### src/rtl/mem_stage.sv
// MEM pipeline stage: EX/MEM register, load data extraction and writeback select.
// Holds SRAM read data across MEM stalls, since rdata is only valid one cycle.
module mem_stage #(
   parameter int EX_TO_MEM_WD = 76,
   parameter int MEM_TO_WB_WD = 70,
   parameter int MEM_TO_RF_WD = 38,
   parameter int LOAD_W       = 5,
   parameter int STALL_W      = 6
) (
   input  logic                    clk,
   input  logic                    resetn,
   input  logic [STALL_W-1:0]      stall,
   input  logic [EX_TO_MEM_WD-1:0] ex_to_mem_bus,
   input  logic [LOAD_W-1:0]       ex_load_bus,
   input  logic [31:0]             data_sram_rdata,
   output logic [MEM_TO_WB_WD-1:0] mem_to_wb_bus,
   output logic [MEM_TO_RF_WD-1:0] mem_to_rf_bus,
   output logic                    mem_load_active
);

   logic [EX_TO_MEM_WD-1:0] ex_mem_q;
   logic [LOAD_W-1:0]       load_q;
   logic [31:0]             rdata_buf;
   logic                    buf_valid;

   logic        capture;
   logic        bubble;
   logic        hold;

   logic [31:0] pc;
   logic        sel_rf_res;
   logic        rf_we;
   logic [4:0]  rf_waddr;
   logic [31:0] ex_result;
   logic [1:0]  addr_lo;

   logic [31:0] ld_src;
   logic [7:0]  ld_byte;
   logic [15:0] ld_half;
   logic [31:0] ld_val;
   logic [31:0] rf_wdata;

   logic        unused_ok;

   assign capture = ~stall[3];
   assign bubble  = stall[3] & ~stall[4];
   assign hold    = stall[3] & stall[4];

   always_ff @(posedge clk or negedge resetn) begin
      if (!resetn) begin
         ex_mem_q <= '0;
         load_q   <= '0;
      end else if (bubble) begin
         ex_mem_q <= '0;
         load_q   <= '0;
      end else if (capture) begin
         ex_mem_q <= ex_to_mem_bus;
         load_q   <= ex_load_bus;
      end
   end

   // Latch rdata on the first stalled edge; later rdata is no longer ours.
   always_ff @(posedge clk or negedge resetn) begin
      if (!resetn) begin
         rdata_buf <= '0;
         buf_valid <= 1'b0;
      end else if (!hold) begin
         buf_valid <= 1'b0;
      end else if (stall[4] && !buf_valid && sel_rf_res) begin
         rdata_buf <= data_sram_rdata;
         buf_valid <= 1'b1;
      end
   end

   assign pc         = ex_mem_q[75:44];
   assign sel_rf_res = ex_mem_q[38];
   assign rf_we      = ex_mem_q[37];
   assign rf_waddr   = ex_mem_q[36:32];
   assign ex_result  = ex_mem_q[31:0];
   assign addr_lo    = ex_result[1:0];

   assign ld_src  = buf_valid ? rdata_buf : data_sram_rdata;
   assign ld_byte = ld_src[{addr_lo, 3'b000} +: 8];
   assign ld_half = addr_lo[1] ? ld_src[31:16] : ld_src[15:0];

   always_comb begin
      ld_val = ld_src;
      unique case (1'b1)
         load_q[4]: ld_val = {{24{ld_byte[7]}}, ld_byte};
         load_q[3]: ld_val = {24'h0, ld_byte};
         load_q[2]: ld_val = {{16{ld_half[15]}}, ld_half};
         load_q[1]: ld_val = {16'h0, ld_half};
         load_q[0]: ld_val = ld_src;
         default:   ld_val = ld_src;
      endcase
   end

   assign rf_wdata = sel_rf_res ? ld_val : ex_result;

   assign mem_to_rf_bus   = {rf_we, rf_waddr, rf_wdata};
   assign mem_to_wb_bus   = {pc, mem_to_rf_bus};
   assign mem_load_active = sel_rf_res;

   // ram_en/ram_wen were consumed by EX; only the MEM/WB stall bits matter here.
   assign unused_ok = ^{ex_mem_q[43:39], stall[5], stall[2:0]};

endmodule

### config.mk
export PLATFORM = sky130hd
export DESIGN_NAME = mem_stage
export DESIGN_NICKNAME = d
export VERILOG_FILES = /design/src/rtl/mem_stage.sv
export SDC_FILE = /design/constraint.sdc
export NUM_CORES = 1
export LEC_CHECK = 0
export CORE_ASPECT_RATIO = 1.25
export CORE_MARGIN = 5
export CORE_UTILIZATION = 42
export CTS_CLUSTER_SIZE = 16
export DETAILED_ROUTE_END_ITERATION = 12
export GPL_ROUTABILITY_DRIVEN = 0
export HOLD_SLACK_MARGIN = 0.15
export PLACE_DENSITY_LB_ADDON = 0.05
export SYNTH_ARGS = -nofsm -noshare
export SYNTH_HDL_FRONTEND = slang
export SYNTH_SLANG_ARGS = --single-unit
### constraint.sdc
create_clock -name clk -period 4.88 [get_ports clk]
set_clock_uncertainty 0.1 [all_clocks]
set_input_delay 0.732 -clock clk [delete_from_list [all_inputs] [get_ports clk]]
set_output_delay 0.732 -clock clk [all_outputs]
set_load 0.005 [all_outputs]
==> flow_results.xml <==
<?xml version="1.0" encoding="UTF-8"?>
<metrics>
  <group name="detailed_routing">
    <metric name="final_antenna_net_count" unit="">0</metric>
    <metric name="drt_wl_total" unit="um">17700</metric>
    <metric name="routed_len_inst" unit="um">17.9</metric>
    <metric name="initialDrtViolationCount" unit="">315</metric>
    <metric name="route.detailed.drc" unit="">0</metric>
    <metric name="number_of_search_and_repair_iterations_in_the_first_detailed_routing_pass" unit="">5</metric>
    <metric name="vias_per_cell" unit="">5.09</metric>
    <metric name="num_vias" unit="">5036</metric>
  </group>
  <group name="global_routing">
    <metric name="met2_usage" unit="%">34.8</metric>
    <metric name="grt_remaining_overflow" unit="">0</metric>
    <metric name="gr-usage-met3" unit="%">5.89</metric>
    <metric name="first_pass_grt_wire_length" unit="um">28400</metric>
    <metric name="gr_peak_layer" unit="">met2</metric>
    <metric name="track_usage" unit="%">20.3</metric>
    <metric name="grt_use_met1" unit="%">24.3</metric>
    <metric name="grt_start_max_net_pins" unit="">113</metric>
    <metric name="first_global_vias" unit="">5325</metric>
    <metric name="number_of_antenna_violations_at_the_first_check_in_global_routing" unit="">0</metric>
  </group>
  <group name="yosys">
    <metric name="synth_async_sr_flop_share" unit="%">100</metric>
    <metric name="post_synth_main_area_contributors" unit="">sky130_fd_sc_hd__dfrtp_1 (43%), sky130_fd_sc_hd__buf_4 (9.4%), sky130_fd_sc_hd__mux2_2 (8.5%)</metric>
    <metric name="ys_warn_count" unit="">0</metric>
    <metric name="yosysSeqAreaShare" unit="%">42.5</metric>
    <metric name="synth_largest_area_cell" unit="">sky130_fd_sc_hd__dfrtp_1</metric>
    <metric name="synthAdderAreaFrac" unit="%">0</metric>
    <metric name="synth.mux.area_fraction" unit="%">18.2</metric>
    <metric name="yosys.area.top_type_share" unit="%">42.5</metric>
    <metric name="synth-xor-area-share" unit="%">0</metric>
    <metric name="postSynthNetCount" unit="">809</metric>
    <metric name="syn_area_per_cell" unit="um^2">9.24</metric>
    <metric name="synth_simple_gate_area_share" unit="%">10.1</metric>
    <metric name="synth_seq_cells" unit="">108</metric>
    <metric name="synth.distinct_cells" unit="">38</metric>
    <metric name="synth_compound_area_share" unit="%">12.3</metric>
    <metric name="ys.flop_type" unit="">sky130_fd_sc_hd__dfrtp_1</metric>
    <metric name="synth_enable_flop_cells" unit="">0</metric>
    <metric name="combinational_family_with_the_most_area_after_synthesis" unit="">multiplexers</metric>
    <metric name="postSynthCellCount" unit="">688</metric>
    <metric name="synthesis.area" unit="um^2">6360</metric>
  </group>
  <group name="timing">
    <metric name="post-route-min-period" unit="ps">3880</metric>
    <metric name="rsz0062_at_grt" unit="">false</metric>
    <metric name="fmax" unit="MHz">258</metric>
    <metric name="finalHoldViolCount" unit="">0</metric>
    <metric name="layout_worst_path_cycle_share" unit="%">79.5</metric>
    <metric name="slew_headroom" unit="%">33.0</metric>
    <metric name="number_of_failing_setup_endpoints_in_the_final_timing_report" unit="">0</metric>
    <metric name="fin_ws" unit="ps">1000</metric>
    <metric name="hold_ws" unit="ps">381</metric>
    <metric name="timing_max_transition_violations_final" unit="">0</metric>
    <metric name="timing.setup.tns" unit="ps">0</metric>
    <metric name="max_slew.worst_pin.slew" unit="ps">1000</metric>
  </group>
  <group name="power_and_ir_drop">
    <metric name="power_per_cell_area" unit="nW/um^2">302</metric>
    <metric name="p_leak" unit="uW">0.00358</metric>
    <metric name="vdd_ir_drop_max" unit="uV">155</metric>
  </group>
  <group name="clocking">
    <metric name="cts-hold-fix-buffers" unit="">0</metric>
    <metric name="clock_tree.root_cell" unit="">sky130_fd_sc_hd__clkbuf_16</metric>
    <metric name="cts_htree_levels" unit="">3</metric>
    <metric name="cts_setup_buffers" unit="">0</metric>
    <metric name="ctsResizeCount" unit="">0</metric>
    <metric name="cts-root-to-sink-buffers" unit="">2</metric>
    <metric name="worst_setup_hold_path_clk_slew" unit="ps">70</metric>
    <metric name="clock_latency" unit="ps">340</metric>
    <metric name="tritoncts" unit="">built</metric>
    <metric name="cts_made_buffers" unit="">9</metric>
    <metric name="clock_sinks" unit="">108</metric>
  </group>
  <group name="die">
    <metric name="die_h" unit="um">148</metric>
    <metric name="num_rows" unit="">50</metric>
    <metric name="die_width" unit="um">120</metric>
    <metric name="start_util" unit="%">42.5</metric>
    <metric name="top_level_pins" unit="">230</metric>
    <metric name="fp.dieArea" unit="um^2">17700</metric>
    <metric name="core_ar" unit="um^2">15000</metric>
  </group>
  <group name="critical_path">
    <metric name="timing.critical_path.arrival" unit="ps">3050</metric>
    <metric name="timing.critical_path.slowest_stage_cell" unit="">sky130_fd_sc_hd__dfrtp_2</metric>
    <metric name="timing.critical_path.slowest_cell_delay" unit="ps">700</metric>
    <metric name="ordered_list_of_cells_on_the_worst_path" unit="">buf_4 -&gt; mux4_2 -&gt; a221oi_1 -&gt; nor2_1 -&gt; clkdlybuf4s50_1</metric>
    <metric name="critical_path_peak_fanout" unit="">20</metric>
    <metric name="critical_path.startpoint_type" unit="">flop</metric>
    <metric name="setup.worst_path.end_class" unit="">primary output</metric>
    <metric name="crit_type" unit="">reg -&gt; out</metric>
    <metric name="cp_data_required_time" unit="ps">4050</metric>
  </group>
  <group name="flow_run">
    <metric name="maxCapViolCount" unit="">0</metric>
  </group>
  <group name="placed_design">
    <metric name="post_detail_place_hpwl" unit="um">13000</metric>
    <metric name="place.port_buffers" unit="">219</metric>
    <metric name="preCtsSetupSlack" unit="ps">949</metric>
  </group>
  <group name="final_layout">
    <metric name="antenna_cells" unit="">0</metric>
    <metric name="design.final.nets" unit="">924</metric>
    <metric name="share_of_cells_above_drive_strength_1" unit="%">11.8</metric>
    <metric name="area_overhead_of_the_layout_relative_to_synthesis" unit="%">31.4</metric>
  </group>
  <group name="status">
    <metric name="status" unit="">complete, no violations</metric>
  </group>
  <group name="min_path">
    <metric name="worst_hold_class" unit="">reg -&gt; reg</metric>
  </group>
</metrics>
[layer usage]
layer  up-vias  routed length [um]
li1       2461                   -
met1      2386                7100
met2       167                8990
met3        22                1220
met4         0                 443
met5         -                   0
[stage by stage]
step / instances / utilization (%) / cell area [um^2] / total power [uW]
after floorplan: 688 / - / 6360 / 1470
after global placement: 974 / 53.8 / 8050 / 1770
after detailed placement: 974 / 53.8 / 8050 / 1790
after CTS: 990 / 55.9 / 8350 / 2560
after global routing: 990 / 55.9 / 8350 / 2670
final: 990 / 55.9 / 8350 / 2520
[final timing paths]
check	from	end	slack, ps	depth (start not counted)
max reg2reg	buf_valid$_DFFE_PN0P_	rdata_buf[13]$_DFFE_PN0P_	2580	4
max	buf_valid$_DFFE_PN0P_	mem_to_wb_bus[5]	1000	5
min	ex_mem_q[47]$_DFFE_PN0P_	ex_mem_q[47]$_DFFE_PN0P_	380	2
min reg2reg	ex_mem_q[47]$_DFFE_PN0P_	ex_mem_q[47]$_DFFE_PN0P_	380	2
min in group asynchronous	resetn	rdata_buf[10]$_DFFE_PN0P_	420	1
max in group asynchronous	resetn	ex_mem_q[38]$_DFFE_PN0P_	3170	2
[where the power goes]
| part | leakage, uW | internal, uW | switching (uW) |
|---|---|---|---|
| clock network | 0.000150 | 428 | 327 |
| logic | 0.00209 | 401 | 266 |
| registers | 0.00134 | 1010 | 94.4 |
[area by class of cell]
class | instances | area [um^2]
repair buffers | 226 | 2240
well taps | 182 | 228
flip-flops and latches | 108 | 2710
clock inverters | 3 | 43.8
clock buffers | 13 | 260
multi-input cells | 380 | 2580
fillers | 1409 | 6600
inverters | 78 | 293
[worst max-delay path, delay by kind of cell, from the launching register on]
kind | cells | cell delay (ps)
and+or+nand+nor | 1 | 120
DFF | 1 | 700
AOI/OAI and AO/OA | 1 | 510
muxes | 1 | 530
buffers and inverters | 2 | 840
[state kept, by name, indices dropped and copies added, names as in the netlist]
name       count
buf_valid      1
ex_mem_q      71
rdata_buf     32
load_q         4
[Yosys cell counts (all sizes together), types with 2 or more instances]
library cell	instances
a21oi	27
a221oi	2
a31o	2
a31oi	2
and2	2
buf	97
clkbuf	25
dfrtp	108
inv	78
mux2	49
mux2i	24
mux4	16
nand2	62
nand2b	2
nand3	43
nor2	36
o211ai	6
o21ai	92
o22a	4
or2	2
[cell usage in the layout, fill, tap and decap left out, drive strengths merged]
| master | n |
|---|---|
| mux4 | 16 |
| and2 | 2 |
| nand3 | 43 |
| o22a | 4 |
| or4 | 1 |
| o2111ai | 1 |
| a22o | 1 |
| dfrtp | 108 |
| o21bai | 1 |
| a31o | 2 |
| a221oi | 2 |
| buf | 9 |
| o211ai | 6 |
| o2bb2ai | 1 |
| nand3b | 1 |
| bufinv | 1 |
| clkdlybuf4s50 | 217 |
| nor2 | 36 |
| a21o | 1 |
| clkinv | 1 |
| mux2 | 49 |
| clkbuf | 13 |
| a31oi | 2 |
| nand2 | 62 |
| mux2i | 24 |
| nand2b | 2 |
| o21ai | 92 |
| o221ai | 1 |
| a21oi | 27 |
| o21a | 1 |
| inv | 79 |
| or2 | 2 |
[cell families (layout without fill, tap and decap cells)]
family	count (synthesis)	in the layout
multiplexers	89	89
buffers and inverters	200	320
flip-flops	108	108
AND/OR/NAND/NOR	149	149
AO/OA/AOI/OAI	142	142
Note: power is estimated with default switching activity, not from simulation.
